[src/rtl/pipe_control_unit.sv]
// Main control for the pipelined MIPS core: decodes the ID opcode into the ID/EX
// control register, inserts bubbles and holds EX while a multi-cycle multiply runs.
module pipe_control_unit #(
  parameter int MUL_CYCLES   = 3,
  parameter int CNT_W        = 4,
  parameter int TRAP_ILLEGAL = 1
) (
  input  logic       Clk,
  input  logic       Reset,
  input  logic [5:0] Opcode,
  input  logic       IdValid,
  input  logic       Stall,
  input  logic       Flush,
  output logic       IF_Flush,
  output logic       MulBusy,
  output logic       IllegalOp,
  output logic       ExValid,
  output logic       ExRegDst,
  output logic       ExSigned,
  output logic       ExRegWrite,
  output logic       ExALUSrc,
  output logic       ExJump,
  output logic       ExJumpJal,
  output logic       ExSaveRa,
  output logic       ExMemWrite,
  output logic       ExMemRead,
  output logic       ExMemToReg,
  output logic [3:0] ExALUOp,
  output logic [1:0] ExAmt
);

  typedef enum logic [0:0] {RUN = 1'b0, MUL_HOLD = 1'b1} state_t;

  typedef struct packed {
    logic       regdst;
    logic       sgn;
    logic       regwrite;
    logic       alusrc;
    logic [3:0] aluop;
    logic       jump;
    logic       jumpjal;
    logic       savera;
    logic       memwrite;
    logic       memread;
    logic       memtoreg;
    logic [1:0] amt;
  } ctrl_t;

  localparam ctrl_t           CTRL_NOP  = ctrl_t'(16'h0000);
  localparam bit              TRAP_EN   = (TRAP_ILLEGAL != 0);
  localparam bit              MUL_HOLDS = (MUL_CYCLES > 1);
  localparam logic [CNT_W-1:0] CNT_ZERO = CNT_W'(0);
  localparam logic [CNT_W-1:0] CNT_ONE  = CNT_W'(1);
  localparam logic [CNT_W-1:0] CNT_LOAD = CNT_W'(MUL_CYCLES - 1);
  localparam logic [5:0]      OP_MUL    = 6'd28;

  function automatic ctrl_t alu_ctrl(input logic rd, input logic sg, input logic rw,
                                     input logic as, input logic [3:0] op);
    ctrl_t c;
    c          = CTRL_NOP;
    c.regdst   = rd;
    c.sgn      = sg;
    c.regwrite = rw;
    c.alusrc   = as;
    c.aluop    = op;
    return c;
  endfunction

  // Load/store size comes from the low opcode bits: x00 byte, x01 half, x11 word.
  function automatic logic [1:0] size_of(input logic [5:0] op);
    logic [1:0] s;
    case (op[1:0])
      2'b00:   s = 2'b01;
      2'b01:   s = 2'b10;
      default: s = 2'b00;
    endcase
    return s;
  endfunction

  function automatic logic is_legal(input logic [5:0] op);
    logic l;
    case (op)
      6'd0, 6'd1, 6'd2, 6'd3, 6'd4, 6'd5, 6'd6, 6'd7, 6'd8, 6'd9, 6'd10, 6'd11,
      6'd12, 6'd13, 6'd14, 6'd15, 6'd28, 6'd31, 6'd32, 6'd33, 6'd35,
      6'd40, 6'd41, 6'd43: l = 1'b1;
      default:             l = 1'b0;
    endcase
    return l;
  endfunction

  function automatic ctrl_t decode_ctrl(input logic [5:0] op);
    ctrl_t c;
    c = CTRL_NOP;
    case (op)
      6'd0, 6'd31:  c = alu_ctrl(1'b1, 1'b1, 1'b1, 1'b0, 4'b0000);
      6'd8, 6'd9:   c = alu_ctrl(1'b0, 1'b1, 1'b1, 1'b1, 4'b0001);
      6'd12:        c = alu_ctrl(1'b0, 1'b0, 1'b1, 1'b1, 4'b0010);
      6'd13:        c = alu_ctrl(1'b0, 1'b0, 1'b1, 1'b1, 4'b0011);
      6'd14:        c = alu_ctrl(1'b0, 1'b0, 1'b1, 1'b1, 4'b0100);
      6'd10:        c = alu_ctrl(1'b0, 1'b1, 1'b1, 1'b1, 4'b0101);
      6'd11:        c = alu_ctrl(1'b0, 1'b0, 1'b1, 1'b1, 4'b0101);
      6'd28:        c = alu_ctrl(1'b1, 1'b1, 1'b1, 1'b0, 4'b0110);
      6'd15:        c = alu_ctrl(1'b0, 1'b1, 1'b1, 1'b1, 4'b1001);
      6'd32, 6'd33, 6'd35: begin
        c          = alu_ctrl(1'b0, 1'b1, 1'b1, 1'b1, 4'b1000);
        c.memread  = 1'b1;
        c.memtoreg = 1'b1;
        c.amt      = size_of(op);
      end
      6'd40, 6'd41, 6'd43: begin
        c          = alu_ctrl(1'b0, 1'b1, 1'b0, 1'b1, 4'b1000);
        c.memwrite = 1'b1;
        c.amt      = size_of(op);
      end
      6'd1, 6'd4, 6'd5, 6'd6, 6'd7: c = alu_ctrl(1'b0, 1'b1, 1'b0, 1'b0, 4'b1111);
      6'd2:         c.jump = 1'b1;
      6'd3: begin
        c         = alu_ctrl(1'b1, 1'b0, 1'b1, 1'b0, 4'b1111);
        c.jump    = 1'b1;
        c.jumpjal = 1'b1;
        c.savera  = 1'b1;
      end
      default:      c = CTRL_NOP;
    endcase
    return c;
  endfunction

  state_t           state_r, state_nxt_s;
  logic [CNT_W-1:0] cnt_r, cnt_nxt_s;
  ctrl_t            ctrl_r, ctrl_nxt_s, dec_s;
  logic             valid_r, valid_nxt_s;
  logic             illegal_r, illegal_nxt_s;
  logic             legal_s;

  assign dec_s   = decode_ctrl(Opcode);
  assign legal_s = is_legal(Opcode);

  // Next-state, hold counter and ID/EX control selection.
  always_comb begin
    state_nxt_s   = state_r;
    cnt_nxt_s     = cnt_r;
    ctrl_nxt_s    = ctrl_r;
    valid_nxt_s   = valid_r;
    illegal_nxt_s = 1'b0;
    case (state_r)
      RUN: begin
        if (Flush || Stall || !IdValid) begin
          ctrl_nxt_s  = CTRL_NOP;
          valid_nxt_s = 1'b0;
        end else if (!legal_s && TRAP_EN) begin
          ctrl_nxt_s    = CTRL_NOP;
          valid_nxt_s   = 1'b0;
          illegal_nxt_s = 1'b1;
        end else begin
          ctrl_nxt_s  = dec_s;
          valid_nxt_s = 1'b1;
          if (Opcode == OP_MUL && MUL_HOLDS) begin
            cnt_nxt_s   = CNT_LOAD;
            state_nxt_s = MUL_HOLD;
          end else begin
            cnt_nxt_s   = cnt_r;
          end
        end
      end
      MUL_HOLD: begin
        // EX keeps the multiply; upstream is frozen so its inputs are not looked at.
        if (cnt_r == CNT_ONE) begin
          cnt_nxt_s   = CNT_ZERO;
          state_nxt_s = RUN;
        end else begin
          cnt_nxt_s   = cnt_r - CNT_ONE;
        end
      end
      default: begin
        state_nxt_s = RUN;
        cnt_nxt_s   = CNT_ZERO;
        ctrl_nxt_s  = CTRL_NOP;
        valid_nxt_s = 1'b0;
      end
    endcase
  end

  // State and ID/EX control register update.
  always_ff @(posedge Clk) begin
    if (Reset) begin
      state_r   <= RUN;
      cnt_r     <= CNT_ZERO;
      ctrl_r    <= CTRL_NOP;
      valid_r   <= 1'b0;
      illegal_r <= 1'b0;
    end else begin
      state_r   <= state_nxt_s;
      cnt_r     <= cnt_nxt_s;
      ctrl_r    <= ctrl_nxt_s;
      valid_r   <= valid_nxt_s;
      illegal_r <= illegal_nxt_s;
    end
  end

  assign MulBusy   = (state_r == MUL_HOLD);
  assign IllegalOp = illegal_r & ~Reset;
  assign IF_Flush  = IdValid & ~Stall & ~MulBusy & ((Opcode == 6'd2) | (Opcode == 6'd3));

  assign ExValid    = valid_r;
  assign ExRegDst   = ctrl_r.regdst;
  assign ExSigned   = ctrl_r.sgn;
  assign ExRegWrite = ctrl_r.regwrite;
  assign ExALUSrc   = ctrl_r.alusrc;
  assign ExALUOp    = ctrl_r.aluop;
  assign ExJump     = ctrl_r.jump;
  assign ExJumpJal  = ctrl_r.jumpjal;
  assign ExSaveRa   = ctrl_r.savera;
  assign ExMemWrite = ctrl_r.memwrite;
  assign ExMemRead  = ctrl_r.memread;
  assign ExMemToReg = ctrl_r.memtoreg;
  assign ExAmt      = ctrl_r.amt;

endmodule

[config.mk]
export PLATFORM = sky130hd
export DESIGN_NAME = pipe_control_unit
export DESIGN_NICKNAME = d
export VERILOG_FILES = /design/src/rtl/pipe_control_unit.sv
export SDC_FILE = /design/constraint.sdc
export NUM_CORES = 1
export LEC_CHECK = 0
export BUFFER_PORTS_ARGS = -buffer_cell sky130_fd_sc_hd__buf_2
export CORE_MARGIN = 5
export CORE_UTILIZATION = 50
export CTS_CLUSTER_SIZE = 20
export DETAILED_ROUTE_END_ITERATION = 10
export GPL_TIMING_DRIVEN = 0
export PLACE_DENSITY = 0.76
export SLEW_MARGIN = 30
export SYNTH_ARGS = -nofsm -noshare
export SYNTH_HDL_FRONTEND = slang
export SYNTH_SLANG_ARGS = --single-unit
[constraint.sdc]
create_clock -name Clk -period 4.55 [get_ports Clk]
set_input_delay 0.2275 -clock Clk [delete_from_list [all_inputs] [get_ports Clk]]
set_output_delay 0.2275 -clock Clk [all_outputs]
set_load 0.1 [all_outputs]
Yosys cells after proc, flatten, opt, wreduce, memory -nomap -nowiden

Memories as Yosys holds them, arrays and structs flattened.
Index checks and enable logic that the tools add are counted.

Add/sub/neg operators: 1
Eq/ne operators: 28
Muxes and demuxes: 19
Bitwise logic cells: 8
Reduce and logical (&&, ||, !) cells: 13

Operators by type and width:

| kind                  | count |
|---|---|
| $pmux W8 S13          | 1 |
| $eq A6 B4 Y1 const B  | 8 |
| $eq A6 B6 Y1 const B  | 6 |
| $mux W16              | 2 |
| $eq A6 B3 Y1 const B  | 4 |
| $pmux W7 S3           | 1 |
| $mux W4               | 4 |
| $eq A6 B2 Y1 const B  | 2 |
| $eq A6 B5 Y1 const B  | 2 |
| $reduce_or A3 Y1      | 3 |
| $mux W1               | 8 |
| $pmux W4 S2           | 1 |
| $eq A6 B1 Y1 const B  | 1 |
| $logic_not A6 Y1      | 1 |
| $ne A2 B2 Y1 const B  | 3 |
| $reduce_or A2 Y1      | 3 |
| $reduce_or A5 Y1      | 1 |
| $and A1 B1 Y1         | 4 |
| $eq A4 B1 Y1 const B  | 1 |
| $pmux W2 S2           | 1 |
| $sub A4 B1 Y4 const B | 1 |
| $not A1 Y1            | 3 |
| $reduce_and A3 Y1     | 1 |
| $eq A2 B1 Y1 const B  | 1 |
| other kinds (5)       | 6 |

Register bits: 23
ROM bits: 64
Bits of input ports: 11
Output and inout port bits: 20
Memories kept: 1

Memories:

| name             | words | width | rd ports | clocked after memory_dff | wr ports | line | text |
|---|---|---|---|---|---|---|---|
| (name not given) | 64    | 1     | 1        | 0                        | 0        | 82   | `case (op)` |

Longest topological paths before layout

Word-level depth: 5
Mapped depth: 8

Worst setup path after synthesis

Ideal clock, no wire load.

Kind: register -> output
Start point: register state_r, in the netlist MulBusy
End point: output port IF_Flush
Arrival time: 4.293 ns
Data required time: 4.323 ns
Slack: 0.030 ns
Stages on the path, launching flop included: 4
Buffers on the path: 2
Path through: dfxtp_1 > clkbuf_1 > clkbuf_1 > nor4b_1

Cells in the longest elaborated chain, start to end: 3

RTL lines:

| what                       | line | text |
|---|---|---|
| start: declaration         | 128  | `state_t state_r, state_nxt_s;` |
| start signal: assignment   | 192  | `state_r <= state_nxt_s;` |
| $not A1 Y1                 | -    |  |
| $and A1 B1 Y1 (2 in a row) | 202  | `assign IF_Flush = IdValid & ~Stall & ~MulBusy & ((Opcode == 6'd2) \| (Opcode == 6'd3));` |
| end: declaration           | 14   | `output logic IF_Flush,` |

No other way between the ends.

Worst setup path after layout

Start point: input port Opcode[5]
End point: output port IF_Flush

Cells in the longest elaborated chain, start to end: 3
Elaborated cells on any way between the ends: 4
Classes of those cells: eq/ne: 2; bitwise: 2

RTL lines:

| what               | line | text |
|---|---|---|
| start: declaration | 10   | `input logic [5:0] Opcode,` |
| $eq A6 B2 Y1       | 202  |  |
| $or A1 B1 Y1 (*)   | 202  |  |
| $and A1 B1 Y1 (*)  | 202  |  |

Mark *: on every way between the ends. The rest lies on a longest branch, timed or not.

==> results.cfg <==
[synthesis]
syn-num-nets = 175
syn-cell-area_um2 = 1250
netlist.area_leader.share_pct = 33.7
yosysTopAreaCell = dfxtp_1
synthTopCellsByArea = dfxtp_1 (34%), ha_1 (7.0%), nor2_1 (6.3%), a22oi_1 (4.2%), a21oi_1 (4.0%)
yosysWarnings = 0
postSynth.asyncResetShare_pct = 0
avgSynthCellArea_um2 = 7.94
synth_ff_type = dfxtp_1
ys_seq_elements = 21
ys_seq_area_share_pct = 33.7
synth_cell_types = 46
synth-edff-count = 0
synth_commonest_cells = dfxtp_1 (21), nor2_1 (21), a21oi_1 (10)
synth_cells = 157

[clock_tree]
postCtsSetupRepairBufs = 0
cts_resized = 0
cts.path.max_buffers = 2
numCtsBuffers = 3
clock_sinks = 21
cts_hold_buf = 0
htree_num_levels = 1
clk_latency_ps = 310
clkTransAtPathRegs_ps = 110
cts_root_buffer = clkbuf_4
cts_tree = yes

[power]
p_int_uw = 238
p_sw_uw = 94.9
seqPwrFrac_pct = 55.7
p_leak_uw = 0.000633
p_comb_share_pct = 16.4
clock_power_share_pct = 27.8
ir_drop_mv = 0.142
swShare_pct = 28.5
power_density_nw_per_um2 = 228

[grt]
antenna_found_initial = 0
grt_first_pass_wirelength_mm = 5.42
grt_util_all_layers_pct = 19.7
grt_max_degree = 12
grt_pass1_vias = 1232
gr-total-overflow = 0

[placement]
dp_hpwl_mm = 2.48
placed_cell_area_um2 = 1430
gp_congestion = 0.917
port_buffers = 30

[detailed_routing]
wl_per_cell_um = 14.6
vias = 1291
wirelength_mm = 3.23
viasPerCell = 5.84
drt_iter0_drc = 59
drc = 0
drtPass1Iterations = 4
ant_nets = 0

[sta]
final_max_slew_viol_count = 0
rsz0062_at_grt = false
finalSetupViolations = 0
finalSetupTns_ps = 0
finalClockSkew_ps = 1.73
worst_pin_slew_ps = 610
finalCritPeriodShare_pct = 49.0
max_freq_mhz = 448
slew_headroom_pct = 58.7
period_needed_ps = 2230
whs_ps = 209
finalHoldViolCount = 0

[die]
die_area_um2 = 3590
die_h_um = 59.9
core_area_um2 = 2430
start_util_pct = 51.2
ios = 31
row_count = 18
fp.dieW_um = 59.9

[cells_and_area]
diodes = 0
area_growth_pct = 17.2
final_cell_area_um2 = 1460
nets = 210
layout-drive-gt1-share_pct = 23.0
post-route-util_pct = 60.0

[critical_path]
worst_ep_required_time_ps = 4320
end_kind = primary output
crit_fanout = 7
cp.arrival_ps = 2000
crit_path_start_kind = primary input
critPathKind = in -> out

[min_path]
hp-class = in -> reg

[job]
max-cap-violations = 0

[outcome]
outcome = finished clean
[metrics by stage]
stage	worst slack [ps]	instances	total power, uW
after floorplan	29.9	157	227
after global placement	2410	217	241
after detailed placement	2370	217	243
after CTS	2360	221	332
after global routing	2190	221	350
final	2320	221	333
[state kept, by name, summed over array words and instances (netlist names)]
register / count
MulBusy: 1
ExMemWrite: 1
ExAmt: 2
ExValid: 1
ExMemRead: 1
ExSigned: 1
ExALUOp: 4
ExRegWrite: 1
cnt_r: 4
ExRegDst: 1
ExJumpJal: 1
ExALUSrc: 1
ExJump: 1
illegal_r: 1
[cell usage in the layout, fill, tap and decap left out, types with 2 or more instances in the layout]
cell type  count
a21oi_1       10
a22oi_1        7
a31oi_1        2
a32oi_1        2
buf_2         33
buf_4          2
clkbuf_1       8
clkbuf_4       3
dfxtp_1       21
ha_1           7
inv_1          8
nand2_1        9
nand2b_1       2
nand3_1        5
nor2_1        21
nor2b_1        3
nor3_1         6
o21ai_0        7
o21ai_1        4
o311ai_1       2
o31ai_1        3
or4_1          2
[cell families (layout without fill, tap and decap cells)]
kind of cell / after synthesis / in the layout / share of synthesized area [%]
simple gates: 58 / 58 / 23.5
buf+inv: 22 / 56 / 7.53
xor+xnor: 1 / 1 / 0.703
fa+ha+maj: 7 / 7 / 7.03
flops: 21 / 21 / 33.7
compound gates: 48 / 48 / 27.5
[final cells by class]
| type | count | area, um^2 |
|---|---|---|
| repair buffers | 30 | 150 |
| fillers | 215 | 972 |
| inverters | 9 | 33.8 |
| plain buffers | 13 | 60.1 |
| flip-flops and latches | 21 | 420 |
| well taps | 30 | 37.5 |
| multi-input cells | 114 | 732 |
| clock buffers | 4 | 26.3 |
[metal layers]
layer	GRT usage, %	vias up	routed length (um)
met5	0	-	0
met4	10.4	0	86
met3	3.46	12	227
met2	32.3	53	1500
met1	24.3	589	1410
li1	-	637	-
[worst max-delay path, cell delays in order]
cell and delay, ps:
buf_2 140, or2_1 220, clkbuf_1 190, nor3_1 250
o21ai_0 180, nor4b_1 310, buf_2 480
[power groups by stage]
| stage | combinational, uW | clock, uW | sequential, uW |
|---|---|---|---|
| finish | 54.7 | 92.6 | 185 |
| global route | 60.4 | 104 | 186 |
| CTS | 53.8 | 92.9 | 185 |
| detailed placement | 53.4 | 0 | 189 |
| global placement | 51.9 | 0 | 189 |
| floorplan | 35.1 | 0 | 192 |
[worst paths after layout]
path                      startpoint                      end  slack [ps]  cells past startpoint
min                            Flush     illegal_r$_SDFF_PP0_         210                      3
max                        Opcode[5]                 IF_Flush        2320                      7
max reg2reg    cnt_r[0]$_SDFFE_PP0P_    cnt_r[3]$_SDFFE_PP0P_        2930                      5
min reg2reg  ExALUOp[1]$_SDFFE_PP0N_  ExALUOp[1]$_SDFFE_PP0N_         470                      2
(Power assumes the default switching activity.)
